### src/rtl/complement_unit_scheduler_pkg.sv
// Shared types and default sizing for the complement unit scheduler.
package complement_unit_scheduler_pkg;

    typedef enum logic [1:0] {
        ST_IDLE  = 2'd0,
        ST_ISSUE = 2'd1,
        ST_WAIT  = 2'd2,
        ST_RESP  = 2'd3
    } state_e;

    localparam int DEF_REQ_NUM = 4;
    localparam int DEF_DATA_W  = 4;
    localparam int DEF_TIMEOUT = 8;

endpackage

### src/rtl/complement_unit_scheduler_rr_arbiter.sv
// Round-robin pick: first set request after ptr, cyclically.
// Purely combinational, one-hot grant plus binary index.
module complement_unit_scheduler_rr_arbiter #(
    parameter int REQ_NUM = 4,
    localparam int IW = $clog2(REQ_NUM)
) (
    input  logic [REQ_NUM-1:0] req,
    input  logic [IW-1:0]      ptr,
    output logic [REQ_NUM-1:0] gnt,
    output logic [IW-1:0]      idx
);

    logic          found;
    logic [IW-1:0] cand;

    // scan ptr+1 .. ptr+REQ_NUM, first hit wins
    always_comb begin
        gnt   = '0;
        idx   = '0;
        found = 1'b0;
        cand  = '0;
        for (int k = 1; k <= REQ_NUM; k++) begin
            cand = IW'((int'(ptr) + k) % REQ_NUM);
            if (!found && req[cand]) begin
                found     = 1'b1;
                gnt[cand] = 1'b1;
                idx       = cand;
            end
        end
    end

endmodule

### src/rtl/complement_unit_scheduler.sv
// Shares one complement unit between REQ_NUM requesters:
// round-robin grant, registered issue, one-cycle sel, watchdog.
module complement_unit_scheduler
    import complement_unit_scheduler_pkg::*;
#(
    parameter int REQ_NUM = DEF_REQ_NUM,
    parameter int DATA_W  = DEF_DATA_W,
    parameter int TIMEOUT = DEF_TIMEOUT
) (
    input  logic                      clk,
    input  logic                      rst,
    input  logic [REQ_NUM-1:0]        req_valid,
    input  logic [REQ_NUM*DATA_W-1:0] req_a,
    input  logic [REQ_NUM*DATA_W-1:0] req_b,
    input  logic [REQ_NUM-1:0]        req_ci,
    output logic [REQ_NUM-1:0]        gnt,
    output logic [REQ_NUM-1:0]        resp_valid,
    output logic [DATA_W-1:0]         resp_sum,
    output logic                      resp_err,
    output logic                      busy,
    output logic                      cu_sel,
    output logic [DATA_W-1:0]         cu_a,
    output logic [DATA_W-1:0]         cu_b,
    output logic                      cu_ci,
    input  logic [DATA_W-1:0]         cu_sum,
    input  logic                      cu_finish
);

    localparam int IW = $clog2(REQ_NUM);
    localparam int TW = $clog2(TIMEOUT);

    state_e              state_q, state_d;
    logic [IW-1:0]       idx_q, idx_d;
    logic [IW-1:0]       ptr_q, ptr_d;
    logic [REQ_NUM-1:0]  gnt_q, gnt_d;
    logic [REQ_NUM-1:0]  resp_valid_q, resp_valid_d;
    logic [DATA_W-1:0]   resp_sum_q, resp_sum_d;
    logic                resp_err_q, resp_err_d;
    logic                busy_q, busy_d;
    logic                cu_sel_q, cu_sel_d;
    logic [DATA_W-1:0]   cu_a_q, cu_a_d;
    logic [DATA_W-1:0]   cu_b_q, cu_b_d;
    logic                cu_ci_q, cu_ci_d;
    logic [TW-1:0]       timer_q, timer_d;
    logic                armed_q, armed_d;

    logic [REQ_NUM-1:0]  arb_gnt;
    logic [IW-1:0]       arb_idx;
    logic [DATA_W-1:0]   a_arr [REQ_NUM];
    logic [DATA_W-1:0]   b_arr [REQ_NUM];

    for (genvar i = 0; i < REQ_NUM; i++) begin : g_unpack
        assign a_arr[i] = req_a[i*DATA_W +: DATA_W];
        assign b_arr[i] = req_b[i*DATA_W +: DATA_W];
    end

    complement_unit_scheduler_rr_arbiter #(
        .REQ_NUM (REQ_NUM)
    ) u_arb (
        .req (req_valid),
        .ptr (ptr_q),
        .gnt (arb_gnt),
        .idx (arb_idx)
    );

    // next-state and registered-output computation
    // armed: finish must be seen low inside WAIT before a high
    // counts, so the unit's stale post-reset/previous finish is ignored
    always_comb begin
        state_d      = state_q;
        idx_d        = idx_q;
        ptr_d        = ptr_q;
        gnt_d        = gnt_q;
        resp_valid_d = '0;
        resp_sum_d   = resp_sum_q;
        resp_err_d   = resp_err_q;
        cu_sel_d     = 1'b0;
        cu_a_d       = cu_a_q;
        cu_b_d       = cu_b_q;
        cu_ci_d      = cu_ci_q;
        timer_d      = timer_q;
        armed_d      = armed_q;
        unique case (state_q)
            ST_IDLE: begin
                if (|req_valid) begin
                    idx_d    = arb_idx;
                    gnt_d    = arb_gnt;
                    cu_a_d   = a_arr[arb_idx];
                    cu_b_d   = b_arr[arb_idx];
                    cu_ci_d  = req_ci[arb_idx];
                    cu_sel_d = 1'b1;
                    state_d  = ST_ISSUE;
                end
            end
            ST_ISSUE: begin
                timer_d = '0;
                armed_d = 1'b0;
                state_d = ST_WAIT;
            end
            ST_WAIT: begin
                if (cu_finish && armed_q) begin
                    resp_sum_d   = cu_sum;
                    resp_err_d   = 1'b0;
                    resp_valid_d = gnt_q;
                    state_d      = ST_RESP;
                end else if (timer_q == TW'(TIMEOUT - 1)) begin
                    resp_sum_d   = '0;
                    resp_err_d   = 1'b1;
                    resp_valid_d = gnt_q;
                    state_d      = ST_RESP;
                end else begin
                    timer_d = timer_q + TW'(1);
                    if (!cu_finish) begin
                        armed_d = 1'b1;
                    end
                end
            end
            ST_RESP: begin
                ptr_d   = idx_q;
                gnt_d   = '0;
                state_d = ST_IDLE;
            end
            default: state_d = ST_IDLE;
        endcase
        busy_d = (state_d != ST_IDLE);
    end

    // state and output registers, cleared asynchronously
    always_ff @(posedge clk or negedge rst) begin
        if (!rst) begin
            state_q      <= ST_IDLE;
            idx_q        <= '0;
            ptr_q        <= IW'(REQ_NUM - 1);
            gnt_q        <= '0;
            resp_valid_q <= '0;
            resp_sum_q   <= '0;
            resp_err_q   <= 1'b0;
            busy_q       <= 1'b0;
            cu_sel_q     <= 1'b0;
            cu_a_q       <= '0;
            cu_b_q       <= '0;
            cu_ci_q      <= 1'b0;
            timer_q      <= '0;
            armed_q      <= 1'b0;
        end else begin
            state_q      <= state_d;
            idx_q        <= idx_d;
            ptr_q        <= ptr_d;
            gnt_q        <= gnt_d;
            resp_valid_q <= resp_valid_d;
            resp_sum_q   <= resp_sum_d;
            resp_err_q   <= resp_err_d;
            busy_q       <= busy_d;
            cu_sel_q     <= cu_sel_d;
            cu_a_q       <= cu_a_d;
            cu_b_q       <= cu_b_d;
            cu_ci_q      <= cu_ci_d;
            timer_q      <= timer_d;
            armed_q      <= armed_d;
        end
    end

    assign gnt        = gnt_q;
    assign resp_valid = resp_valid_q;
    assign resp_sum   = resp_sum_q;
    assign resp_err   = resp_err_q;
    assign busy       = busy_q;
    assign cu_sel     = cu_sel_q;
    assign cu_a       = cu_a_q;
    assign cu_b       = cu_b_q;
    assign cu_ci      = cu_ci_q;

endmodule

### config.mk
export PLATFORM = sky130hd
export DESIGN_NAME = complement_unit_scheduler
export DESIGN_NICKNAME = d
export VERILOG_FILES = /design/src/rtl/complement_unit_scheduler_pkg.sv /design/src/rtl/complement_unit_scheduler_rr_arbiter.sv /design/src/rtl/complement_unit_scheduler.sv
export SDC_FILE = /design/constraint.sdc
export NUM_CORES = 1
export LEC_CHECK = 0
export ABC_AREA = 1
export ABC_CLOCK_PERIOD_IN_PS = 4600
export BUFFER_PORTS_ARGS = -buffer_cell sky130_fd_sc_hd__clkbuf_2
export CORE_MARGIN = 3
export CORE_UTILIZATION = 50
export DETAILED_ROUTE_END_ITERATION = 10
export PLACE_DENSITY = 0.8
export SLEW_MARGIN = 15
export SYNTH_ARGS = -nofsm -noshare
export SYNTH_HDL_FRONTEND = slang
export SYNTH_SLANG_ARGS = --single-unit
export TNS_END_PERCENT = 5
### constraint.sdc
create_clock -name clk -period 4.6 [get_ports clk]
set_clock_uncertainty 0.1 [all_clocks]
set_input_delay 0.46 -clock clk [delete_from_list [all_inputs] [get_ports clk]]
set_output_delay 0.46 -clock clk [all_outputs]
set_load 0.01 [all_outputs]
Word level (Yosys, flattened, before mapping)

Cells that the tools add are included.

$add $sub $neg: 5
$lt $le $gt $ge: 10
Eq/ne operators: 8
Mux-type cells: 57
Bitwise logic cells: 4
Reduce and logical (&&, ||, !) cells: 22

Operators by type and width:

| operator                                                                             | count |
|---|---|
| 4-bit two-way mux                                                                    | 14 |
| 1-bit two-way mux                                                                    | 19 |
| 4-bit binary-select mux with 2-bit select                                            | 2 |
| 2-bit by 3-bit < comparator with 1-bit output (second input constant)                | 5 |
| 2-bit two-way mux                                                                    | 7 |
| 4-bit bitwise OR                                                                     | 3 |
| 1-bit binary-select mux with 2-bit select                                            | 5 |
| 1-bit demux with 2-bit select                                                        | 4 |
| 2-bit by 1-bit greater-or-equal comparator with 1-bit output (second input constant) | 4 |
| 1-bit logical AND                                                                    | 8 |
| 2-bit inequality test (second input constant)                                        | 4 |
| 2-bit case mux with 4 select lines                                                   | 1 |
| 4-bit case mux with 2 select lines                                                   | 1 |
| 2-bit nonzero test                                                                   | 4 |
| 3-bit two-way mux                                                                    | 2 |
| 3-bit case mux with 2 select lines                                                   | 1 |
| 2-bit AND reduction                                                                  | 3 |
| 2-bit by 1-bit adder with 2-bit output (second input constant)                       | 2 |
| 2-bit adder (second input constant)                                                  | 2 |
| 2-bit == test (second input constant)                                                | 2 |
| 4-bit AND reduction                                                                  | 1 |
| 4-bit OR reduction                                                                   | 1 |
| 3-bit by 1-bit adder with 3-bit output (second input constant)                       | 1 |
| 3-bit == test (second input constant)                                                | 1 |
| other kinds (7)                                                                      | 9 |

Register bits after elaboration: 34
Bits of input ports: 47
Output and inout bits: 24
Logic and storage cells: 120

Logic depth before layout (Yosys ltp)

Depth after elaboration: 17
Depth in mapped cells: 16

By module

A second synthesis with hierarchy kept.

Cells, all modules: 334
Area total of the unflattened synthesis: 2334.7 um^2

By module, submodules not included:

| module                               | times used | cells each | area an instance (um^2) | sequential area each (um^2) |
|---|---|---|---|---|
| complement_unit_scheduler            | 1          | 259        | 1860.5                  | 853.3 |
| complement_unit_scheduler_rr_arbiter | 1          | 75         | 474.2                   | 0.0 |

Worst setup path before layout

Ideal clock, no wire load.

Path kind: flip-flop to flip-flop
Start: register ptr_q[0]
End: register cu_a_q[0], in the netlist cu_a[0]
Setup time: 0.117 ns
Data arrival time: 2.135 ns
Required time: 4.383 ns
Setup slack: 2.247 ns
Cell stages (with the launch flop): 17
Period minus slack after synthesis: 2.353 ns
Path through: dfstp_2 -> buf_6 -> inv_6 -> ha_1 -> inv_1 -> nand3_2 -> nand2_4 -> nor2_4 -> nand2_2 -> nand2_2 -> nand2_4 -> buf_6 -> buf_8 -> nand3_2 -> nand3_1 -> nand3_1 -> nand2_1

Longest elaborated chain between the ends: 17
Elaborated cells between the ends (all ways): 29

RTL lines:

| what                                                       | RTL line                                   | source |
|---|---|---|
| start: declaration                                         | complement_unit_scheduler.sv:34            | `logic [IW-1:0] ptr_q, ptr_d;` |
| start signal: assignment                                   | complement_unit_scheduler.sv:133           | `ptr_q <= IW'(REQ_NUM - 1);` |
| start signal: assignment                                   | complement_unit_scheduler.sv:148           | `ptr_q <= ptr_d;` |
| 2-bit by 1-bit adder with 2-bit output                     | complement_unit_scheduler_rr_arbiter.sv:23 | `cand = IW'((int'(ptr) + k) % REQ_NUM);` |
| 1-bit binary-select mux with 2-bit select                  | complement_unit_scheduler_rr_arbiter.sv:24 | `if (!found && req[cand]) begin` |
| 1-bit two-way mux (implied by the code)                    | complement_unit_scheduler_rr_arbiter.sv:24 |  |
| 1-bit two-way mux                                          | complement_unit_scheduler_rr_arbiter.sv:24 |  |
| 1-bit zero test                                            | complement_unit_scheduler_rr_arbiter.sv:24 |  |
| 1-bit logical AND                                          | complement_unit_scheduler_rr_arbiter.sv:24 |  |
| 1-bit two-way mux                                          | complement_unit_scheduler_rr_arbiter.sv:24 |  |
| 1-bit zero test                                            | complement_unit_scheduler_rr_arbiter.sv:24 |  |
| 1-bit logical AND                                          | complement_unit_scheduler_rr_arbiter.sv:24 |  |
| 1-bit two-way mux                                          | complement_unit_scheduler_rr_arbiter.sv:24 |  |
| 1-bit zero test                                            | complement_unit_scheduler_rr_arbiter.sv:24 |  |
| 1-bit logical AND                                          | complement_unit_scheduler_rr_arbiter.sv:24 |  |
| 2-bit two-way mux (*)                                      | complement_unit_scheduler_rr_arbiter.sv:24 |  |
| 2-bit inverter with 3-bit output (implied by the code) (*) | complement_unit_scheduler.sv:88            | `cu_a_d = a_arr[arb_idx];` |
| 4-bit binary-select mux with 2-bit select (*)              | complement_unit_scheduler.sv:88            |  |
| 4-bit two-way mux (implied by the code) (*) (2 in a row)   | complement_unit_scheduler.sv:88            |  |
| end signal: assignment                                     | complement_unit_scheduler.sv:155           | `cu_a_q <= cu_a_d;` |
| end: declaration                                           | complement_unit_scheduler.sv:41            | `logic [DATA_W-1:0] cu_a_q, cu_a_d;` |

Every way passes the cells marked *; elsewhere a longest branch is shown, timed or not. The select of a mux whose other input is x is not followed.
A chain may end at the register's enable or synchronous reset.

Worst setup path in the final report

Start: register ptr_q[0]
End: register cu_ci_q, in the netlist cu_ci

Longest elaborated chain between the ends: 15
Elaborated cells between the ends (all ways): 27

RTL lines:

| what                                          | RTL line                                   | source |
|---|---|---|
| 2-bit by 1-bit adder with 2-bit output        | complement_unit_scheduler_rr_arbiter.sv:23 |  |
| 1-bit binary-select mux with 2-bit select     | complement_unit_scheduler_rr_arbiter.sv:24 |  |
| 1-bit two-way mux (implied by the code)       | complement_unit_scheduler_rr_arbiter.sv:24 |  |
| 1-bit two-way mux                             | complement_unit_scheduler_rr_arbiter.sv:24 |  |
| 1-bit zero test                               | complement_unit_scheduler_rr_arbiter.sv:24 |  |
| 1-bit logical AND                             | complement_unit_scheduler_rr_arbiter.sv:24 |  |
| 1-bit two-way mux                             | complement_unit_scheduler_rr_arbiter.sv:24 |  |
| 1-bit zero test                               | complement_unit_scheduler_rr_arbiter.sv:24 |  |
| 1-bit logical AND                             | complement_unit_scheduler_rr_arbiter.sv:24 |  |
| 1-bit two-way mux                             | complement_unit_scheduler_rr_arbiter.sv:24 |  |
| 1-bit zero test                               | complement_unit_scheduler_rr_arbiter.sv:24 |  |
| 1-bit logical AND                             | complement_unit_scheduler_rr_arbiter.sv:24 |  |
| 2-bit two-way mux (*)                         | complement_unit_scheduler_rr_arbiter.sv:24 |  |
| 1-bit binary-select mux with 2-bit select (*) | complement_unit_scheduler.sv:90            | `cu_ci_d = req_ci[arb_idx];` |
| 1-bit two-way mux (implied by the code) (*)   | complement_unit_scheduler.sv:90            |  |
| end signal: assignment                        | complement_unit_scheduler.sv:157           | `cu_ci_q <= cu_ci_d;` |
| end: declaration                              | complement_unit_scheduler.sv:43            | `logic cu_ci_q, cu_ci_d;` |

Marks and branches as above.

==> out/metrics.cfg <==
[outcome]
status = complete, no violations

[cts]
post_cts_buffers = 0
clk_pin_slew_worst_paths_ns = 0.07
ctsResizeCount = 0
clkSinkCount = 34
cts_hold_buf = 0
clk_root_buffer_cell = clkbuf_8
clk_path_buf_depth = 2
cts_buffers = 5
worstSkewPairLatency_ns = 0.28
cts_tree = done
h-tree-depth = 2

[global_route]
grt_pass1_vias = 2150
grt_overflow = 0
grt_pass1_wl_um = 9440
grt_max_degree = 35
antenna_found_initial = 0
grt_use_total_pct = 22.5

[final_layout]
diodes = 0
drive_above_1_share_pct = 32.2
area_delta_synth_final_pct = 19.3
ff_latch_area_sq_um = 853
multi_input_area_sq_mm = 0.00120
nets = 410
stdcell_count = 398
n_fill_cell = 371

[worst_setup_path]
arrival_ns = 3.30
worst_setup_path_end_kind = flop
cp_slowest_cell = dfstp_2
crit_path_max_incr_delay_ns = 0.72
path_class = flop to flop
rr_worst_depth = 12
crit_required_ns = 4.73
cp_cell_sequence = inv_6, ha_1, inv_1, nand3_2, nand2_4, nor2_4, nand4_2, nand2_4, nand2_1, nand3_1, nand3_1, nand2_1
path_max_fanout = 20
r2r-start = ptr_q[0]
r2r_slack_ns = 1.43
rr_endpoint = cu_ci
cp-start-kind = flop

[logic_synthesis]
synth-compound-area-share_pct = 8.25
synth_edf_count = 0
syn_nets = 342
ys.flop_type = dfrtp_1
synthAdderAreaFrac_pct = 8.30
synthMuxAreaShare_pct = 0
synth_largest_area_cell = dfrtp_1
yosysUniqueCellTypes = 33
netlist_area_sq_mm = 0.00226
synth_xor_area_share_pct = 0
yosysMostFrequentCell = nand2_1
netlist_instances = 280
yosys_warnings = 0
avgSynthCellArea_sq_um = 8.07
synth_commonest_cells = 78 x nand2_1, 47 x nand3_1, 32 x dfrtp_1, 25 x inv_1, 15 x ha_1
ys_ff_latch = 34
synth-simple-area-share_pct = 36.7
synth_top_cell_area_share_pct = 35.4
async_reset_ff_share_pct = 100
yosysSeqAreaShare_pct = 37.7
synth.area.top_cells = dfrtp_1 35%, nand2_1 13%, nand3_1 10%
synth_top_family_by_area = simple AND/OR/NAND/NOR gates

[place]
gp_congestion = 0.923
dpl.cell_count = 391
hpwl_um = 4120
portBuffers = 70

[drt]
wl_per_cell_um = 14.2
via_count = 2177
vias_per_cell = 5.47
postRouteAntennaNets = 0
drc = 0
drtIter0Drc = 198
firstDrtPassIters = 5
wl_um = 5650

[die]
dieWidth_um = 73.2
die_area_sq_mm = 0.00536
core_area_sq_mm = 0.00417
ios = 71
start_util_pct = 54.2
fp.dieH_um = 73.2
rows = 23

[power]
irDropWorstVdd_uv = 411
leakage_uw = 0.00152
power_density_mw_per_mm2 = 822
p_total_uw = 2220

[timing]
fin_crit_sh_pct = 68.9
slew_headroom_pct = 42.6
tns_ns = 0
fmax_mhz = 315
finalCriticalPeriod_ns = 3.17
tightest_slew_ns = 0.862
hold_viol = 0
setup_violations = 0
rsz0062_at_grt = false
maxSlewViolCount = 0

[run]
maxCapViolCount = 0

[min_path]
hp-class = input port to async pin

where the power goes:
group | switching, uW | leakage, uW | internal (uW)
clock | 106 | 0.0000573 | 173
sequential | 94.6 | 0.000427 | 432
combinational | 942 | 0.00103 | 470
flip-flops by register name, summed over array words and instances, names as in the netlist:
signal	flops
timer_q	3
idx_q	2
busy	1
cu_ci	1
cu_b	4
resp_valid	4
state_q	2
cu_a	4
armed_q	1
resp_err	1
resp_sum	4
ptr_q	2
cu_sel	1
gnt	4
worst max path at each step:
stage                    to  depth (start not counted)  slack [ns]  startpoint
finish                cu_ci                         12        1.43    ptr_q[0]
global route        cu_b[1]                         12        1.22    ptr_q[0]
CTS                 cu_b[1]                         12        1.47    ptr_q[0]
detailed placement    cu_ci                         12        1.53    ptr_q[0]
global placement    cu_b[3]                         12        1.62    ptr_q[0]
floorplan           cu_a[0]                         16        2.25    ptr_q[0]
layout by cell type (no fill, tap or decap), types with 2 or more instances in the layout:
master     n
nand2_4    4
o21ai_0    9
dfstp_2    2
o21ai_1    2
inv_2      3
clkbuf_2  70
clkbuf_8   6
nand2_1   78
a21oi_1    6
nand2_2    7
o22ai_1    4
dfrtp_1   32
nand3_2   13
inv_1     25
nand3_1   47
ha_1      15
a22oi_1    4
nor2_4     2
nor2_1     8
per-layer routing:
metal	vias to the layer above	wire length [um]	track usage [%]
li1	1052	-	-
met1	1026	2390	29.5
met2	88	2830	36.6
met3	11	355	5.51
met4	0	80	6.97
met5	-	0	0
stage by stage:
step	hold slack [ns]	area (sq um)	util, %	setup slack, ns
after floorplan	0.0644	2260	-	2.25
after global placement	0.354	2580	61.9	1.62
after detailed placement	0.363	2580	61.9	1.53
after CTS	0.197	2700	64.6	1.47
after global routing	0.227	2700	64.6	1.22
final	0.171	2700	64.6	1.43
critical path: cells and delay by family, from the launching register on:
kind                     cells  cell delay (ns)
flip-flops                   1             0.72
adder cells (fa/ha/maj)      1             0.37
buffers and inverters        2             0.19
AND/OR/NAND/NOR              9             1.73
layout make-up:
cell class	count	share of cell area (%)
multi-input combinational	208	44.7
sequential	34	31.6
timing repair buffer	70	13.0
inverter	29	4.22
clock buffer	6	3.06
tap	50	2.32
clock inverter	1	1.11
kinds of logic after synthesis:
family / Yosys count
adder cells (fa/ha/maj): 15
AND/OR/NAND/NOR: 163
flip-flops: 34
AO/OA/AOI/OAI: 30
buffers and inverters: 38
Note: power is estimated with default switching activity, not from simulation.
